### src/rtl/alu_seq.sv
// Handshaked sequential ALU: single-cycle arithmetic/logic ops, full-width
// multiply, and a WIDTH-cycle restoring divider returning quotient and remainder.
module alu_seq #(
    parameter int unsigned WIDTH = 8
) (
    input  logic             clk,
    input  logic             rst_n,
    input  logic             in_valid,
    output logic             in_ready,
    input  logic [WIDTH-1:0] a,
    input  logic [WIDTH-1:0] b,
    input  logic [3:0]       op,
    output logic             out_valid,
    input  logic             out_ready,
    output logic [WIDTH-1:0] res_lo,
    output logic [WIDTH-1:0] res_hi,
    output logic             carry,
    output logic             zero,
    output logic             dz
);

    localparam int unsigned CW = (WIDTH > 1) ? $clog2(WIDTH) : 1;

    typedef enum logic [1:0] {
        S_IDLE,
        S_DIV,
        S_DONE
    } state_t;

    state_t           state_q;
    logic             in_ready_q;
    logic             out_valid_q;
    logic [WIDTH-1:0] res_lo_q;
    logic [WIDTH-1:0] res_hi_q;
    logic             carry_q;
    logic             zero_q;
    logic             dz_q;

    // Divider state: dvd_q starts as the dividend and fills with quotient bits.
    logic [WIDTH-1:0] dvd_q;
    logic [WIDTH-1:0] rem_q;
    logic [WIDTH-1:0] b_q;
    logic [CW-1:0]    cnt_q;

    logic [WIDTH:0]     sum;
    logic [WIDTH:0]     diff;
    logic [2*WIDTH-1:0] prod;
    logic [WIDTH-1:0]   lo_d;
    logic [WIDTH-1:0]   hi_d;
    logic               carry_d;
    logic               dz_d;
    logic               zero_d;
    logic               is_div;

    logic [WIDTH:0]   trial;
    logic [WIDTH-1:0] rem_sub;
    logic             ge;
    logic [WIDTH-1:0] rem_d;
    logic [WIDTH-1:0] quo_d;

    always_comb begin
        sum     = {1'b0, a} + {1'b0, b};
        diff    = {1'b0, a} - {1'b0, b};
        prod    = {{WIDTH{1'b0}}, a} * {{WIDTH{1'b0}}, b};
        lo_d    = sum[WIDTH-1:0];
        hi_d    = '0;
        carry_d = sum[WIDTH];
        dz_d    = 1'b0;
        case (op)
            4'b0001: begin
                lo_d    = diff[WIDTH-1:0];
                carry_d = diff[WIDTH];
            end
            4'b0010: begin
                lo_d    = prod[WIDTH-1:0];
                hi_d    = prod[2*WIDTH-1:WIDTH];
                carry_d = 1'b0;
            end
            4'b0011: begin
                lo_d    = '1;
                hi_d    = a;
                carry_d = 1'b0;
                dz_d    = 1'b1;
            end
            4'b0100: begin
                lo_d    = {a[WIDTH-2:0], 1'b0};
                carry_d = a[WIDTH-1];
            end
            4'b0101: begin
                lo_d    = {1'b0, a[WIDTH-1:1]};
                carry_d = a[0];
            end
            4'b1000: begin lo_d = a & b;    carry_d = 1'b0; end
            4'b1001: begin lo_d = a | b;    carry_d = 1'b0; end
            4'b1010: begin lo_d = a ^ b;    carry_d = 1'b0; end
            4'b1011: begin lo_d = ~(a | b); carry_d = 1'b0; end
            4'b1100: begin lo_d = ~(a & b); carry_d = 1'b0; end
            4'b1101: begin lo_d = ~(a ^ b); carry_d = 1'b0; end
            default: ;
        endcase
        zero_d = ({hi_d, lo_d} == '0);
        is_div = (op == 4'b0011) && (b != '0);
    end

    // One restoring step; the remainder stays below the divisor, so the
    // subtraction fits in WIDTH bits.
    always_comb begin
        trial   = {rem_q, dvd_q[WIDTH-1]};
        ge      = (trial >= {1'b0, b_q});
        rem_sub = trial[WIDTH-1:0] - b_q;
        rem_d   = ge ? rem_sub : trial[WIDTH-1:0];
        quo_d   = {dvd_q[WIDTH-2:0], ge};
    end

    always_ff @(posedge clk or negedge rst_n) begin
        if (!rst_n) begin
            state_q     <= S_IDLE;
            in_ready_q  <= 1'b1;
            out_valid_q <= 1'b0;
            res_lo_q    <= '0;
            res_hi_q    <= '0;
            carry_q     <= 1'b0;
            zero_q      <= 1'b0;
            dz_q        <= 1'b0;
            dvd_q       <= '0;
            rem_q       <= '0;
            b_q         <= '0;
            cnt_q       <= '0;
        end else begin
            case (state_q)
                S_IDLE: begin
                    if (in_valid) begin
                        in_ready_q <= 1'b0;
                        dvd_q      <= a;
                        b_q        <= b;
                        rem_q      <= '0;
                        cnt_q      <= '0;
                        if (is_div) begin
                            state_q <= S_DIV;
                        end else begin
                            res_lo_q    <= lo_d;
                            res_hi_q    <= hi_d;
                            carry_q     <= carry_d;
                            zero_q      <= zero_d;
                            dz_q        <= dz_d;
                            out_valid_q <= 1'b1;
                            state_q     <= S_DONE;
                        end
                    end
                end
                S_DIV: begin
                    dvd_q <= quo_d;
                    rem_q <= rem_d;
                    cnt_q <= cnt_q + CW'(1);
                    if (cnt_q == CW'(WIDTH - 1)) begin
                        res_lo_q    <= quo_d;
                        res_hi_q    <= rem_d;
                        carry_q     <= 1'b0;
                        zero_q      <= ({rem_d, quo_d} == '0);
                        dz_q        <= 1'b0;
                        out_valid_q <= 1'b1;
                        state_q     <= S_DONE;
                    end
                end
                S_DONE: begin
                    if (out_ready) begin
                        out_valid_q <= 1'b0;
                        in_ready_q  <= 1'b1;
                        state_q     <= S_IDLE;
                    end
                end
                default: begin
                    state_q     <= S_IDLE;
                    in_ready_q  <= 1'b1;
                    out_valid_q <= 1'b0;
                end
            endcase
        end
    end

    assign in_ready  = in_ready_q;
    assign out_valid = out_valid_q;
    assign res_lo    = res_lo_q;
    assign res_hi    = res_hi_q;
    assign carry     = carry_q;
    assign zero      = zero_q;
    assign dz        = dz_q;

endmodule

### config.mk
export PLATFORM = sky130hd
export DESIGN_NAME = alu_seq
export DESIGN_NICKNAME = d
export VERILOG_FILES = /design/src/rtl/alu_seq.sv
export SDC_FILE = /design/constraint.sdc
export NUM_CORES = 1
export LEC_CHECK = 0
export ABC_AREA = 1
export BUFFER_PORTS_ARGS = -buffer_cell sky130_fd_sc_hd__buf_4
export CAP_MARGIN = 20
export CORE_UTILIZATION = 29
export CTS_CLUSTER_DIAMETER = 100
export DETAILED_ROUTE_END_ITERATION = 12
export PLACE_DENSITY = 0.41
export SKIP_CTS_REPAIR_TIMING = 1
export SLEW_MARGIN = 20
export SYNTH_ARGS = -nofsm -noshare
export SYNTH_HDL_FRONTEND = slang
export SYNTH_SLANG_ARGS = --single-unit
### constraint.sdc
create_clock -name clk -period 2.8 [get_ports clk]
set_input_delay 0.14 -clock clk [delete_from_list [all_inputs] [get_ports clk]]
set_output_delay 0.14 -clock clk [all_outputs]
set_load 0.02 [all_outputs]
==> qor.txt <==
kind of launch point of the worst setup path: primary input
Setup violations, final: 13
starting utilization of the core area: 29.8%
transition time of the tightest slew-check pin: 1.07 ns
floorplan die width: 152 um
origin of the worst min-delay path: in_valid
number of primary I/O pins: 45
Final Power: 6.59 mW
CTS tree: built
relative area change from synthesis to final layout: 28.8%
number of DRC markers in iteration 0: 375
Post-Layout Cell Count: 1,383
Worst Path Required: 3.01 ns
Fmax achieved: 0.271 GHz
clk sinks: 50
Min Clock Period, post-route: 3.68 ns
LEAKAGE: 4.61 nW
R2R Path Start: rem_q[5]$_DFFE_PN0P_
Final HPWL DP: 20.0 mm
worst slew margin relative to its limit: 28.6%
Wirelength per Cell: 17.2 um
Register-to-Register Path Depth: 12
number of distinct standard cells referenced by the synthesized netlist: 39
depth of the worst hold-timing path: 4
final hold viol count: 0
number of flops mapped to enable cells by yosys: 0
count of input and output buffers: 44
most used cells in the layout excluding fill and tap cells: 256 x sky130_fd_sc_hd__nand2_1, 175 x sky130_fd_sc_hd__inv_1, 107 x sky130_fd_sc_hd__buf_4
outcome: finished, violations left
via count of the first global-routing pass: 6,553
drt total wl: 23.8 mm
clk_lat worst skew: 0.29 ns
number of remaining DRC errors: 0
placeable core area: 0.0220 mm2
areal power density over the cells: 780 mW/mm2
number of nets in the synthesized netlist: 1,133
antenna cells: 0
wire length of the first global-routing pass: 37.6 mm
post-route worst setup slack: -0.884 ns
period utilisation layout: 132%
maximum fanout along the worst path: 6
gr ovfl total: 0
final-report max-slew violation count: 0
Crit Path Category: in -> reg
sink of the worst hold path: in_ready$_DFFE_PN1P_
main flop type after synthesis: sky130_fd_sc_hd__dfrtp_1
final worst clock skew: 0.0135 ns
sequential-to-total area share from yosys stat: 19.1%
clock transition at the register clock pins on the worst setup and hold paths after CTS: 0.07 ns
Warnings, synthesis: 0
total placed cells including tap cells: 1,372
accumulated negative setup slack: -8.70 ns
maximum number of pins on one net before global-route repair: 51
most common cell after layout, fill and taps aside: sky130_fd_sc_hd__nand2_1
htree depth: 2
master cell of the clock root buffer: sky130_fd_sc_hd__clkbuf_16
Peak supply drop: 0.359 mV
floorplan die height: 152 um
Avg Synthesized Cell Area: 6.56 um2
flop2flop setup slack: 0.40 ns
Placement Rows: 54
critical path capture point type: flip-flop
violated checks: negative setup slack
antenna violations before repair: 0
total iterations of the first detailed-routing run: 7
vias per inst: 4.68
die area: 0.0232 mm2
Post-Synthesis Cells: 1,000
Worst Hold Class: in -> reg
total of max-cap violations: 0
Arrival @ worst endpoint: 3.90 ns
clock buffers created by TritonCTS: 5
number of nets in the finished design: 1,235
final weighted congestion in routability-driven placement: 0.888
FF+latch count, synth: 50
fraction of layout instances using a drive strength above 1: 24.3%
Post-Syn Area: 0.00656 mm2
share of async-settable or async-resettable flops after synthesis: 100%
global routing usage summed across all routing layers: 21.1%
unrepaired setup endpoints after global routing: yes
Worst R2R End: zero$_DFFE_PN0P_
Max clock buf depth: 2
number of nets with antenna violations after detailed routing: 0
DR vias: 6,477
[synth_stat cells, drive strengths merged (7+ instances only)]
cell,count,share of area [%]
clkbuf,20,1.1
o211ai,11,1.3
nor2,92,5.6
buf,12,1.0
ha,70,13
nand4,13,1.2
o221ai,7,0.93
a21oi,23,1.8
nand3,74,5.7
nand2,297,17
fa,39,12
dfrtp,49,19
inv,199,11
o21ai,54,4.1
[flip-flops by register name (all words and copies together), names as in the netlist]
name and flops:
rem_q 8, cnt_q 3, dz 1, res_hi 8, carry 1, state_q 2
out_valid 1, b_q 8, in_ready 1, res_lo 8, zero 1, dvd_q 8
[logic make-up (layout without fill, tap and decap cells)]
kind of cell,after synthesis,after routing,synth area share (%)
buf+inv,232,335,13.6
simple gates,489,489,30.9
compound gates,112,112,10.1
flops,50,50,19.1
fa+ha+maj,109,109,25.2
xor+xnor,8,8,1.07
[cell type report]
class | instances | area, um2
timing repair buffer | 127 | 1030
sequential | 50 | 1250
multi-input combinational | 718 | 4900
inverter | 200 | 751
fill | 2416 | 13600
clock buffer | 7 | 153
clock inverter | 1 | 8.76
tap | 280 | 350
[critical path, cell delays in order]
cell,delay [ns]
sky130_fd_sc_hd__buf_8,0.10
sky130_fd_sc_hd__buf_6,0.13
sky130_fd_sc_hd__nand2_2,0.05
sky130_fd_sc_hd__inv_2,0.03
sky130_fd_sc_hd__fa_1,0.47
sky130_fd_sc_hd__fa_1,0.51
sky130_fd_sc_hd__fa_1,0.55
sky130_fd_sc_hd__inv_2,0.05
sky130_fd_sc_hd__fa_1,0.51
sky130_fd_sc_hd__inv_2,0.05
sky130_fd_sc_hd__ha_4,0.27
sky130_fd_sc_hd__a21oi_4,0.17
sky130_fd_sc_hd__buf_4,0.13
sky130_fd_sc_hd__nand4_1,0.11
sky130_fd_sc_hd__nand3_2,0.12
sky130_fd_sc_hd__nand2_2,0.06
sky130_fd_sc_hd__inv_2,0.06
sky130_fd_sc_hd__nand3_2,0.09
sky130_fd_sc_hd__nor2_2,0.11
sky130_fd_sc_hd__nand3_1,0.06
sky130_fd_sc_hd__a21oi_1,0.11
[metal layers]
metal	routed length, um	track usage [%]
met1	11500	29.9
met2	11100	34.8
met3	854	1.54
met4	428	5.00
met5	0	0
[how the worst max path moves through the flow]
stage / startpoint / slack, ns / to
2_1_floorplan: a[2] / -0.84 / zero$_DFFE_PN0P_
3_3_place_gp: b[3] / -1.45 / zero$_DFFE_PN0P_
3_5_place_dp: a[2] / -1.49 / zero$_DFFE_PN0P_
4_1_cts: a[2] / -1.18 / zero$_DFFE_PN0P_
5_1_grt: a[2] / -1.07 / zero$_DFFE_PN0P_
6_report: a[2] / -0.88 / zero$_DFFE_PN0P_
[metrics by stage]
stage	utilization (%)	hold slack, ns	area, um2	worst slack [ns]
after floorplan	-	-0.156	6910	-0.838
after global placement	35.7	0.224	7860	-1.45
after detailed placement	35.7	0.206	7860	-1.49
after CTS	36.4	-0.104	8020	-1.18
after global routing	38.4	0.207	8450	-1.07
final	38.4	0.193	8450	-0.884
[where the power goes]
group / switching (mW) / internal, mW / total [mW]
logic: 2.82 / 1.88 / 4.69
registers: 0.204 / 1.04 / 1.24
clock network: 0.270 / 0.382 / 0.652
No activity file was read; power rests on OpenSTA's default activity.
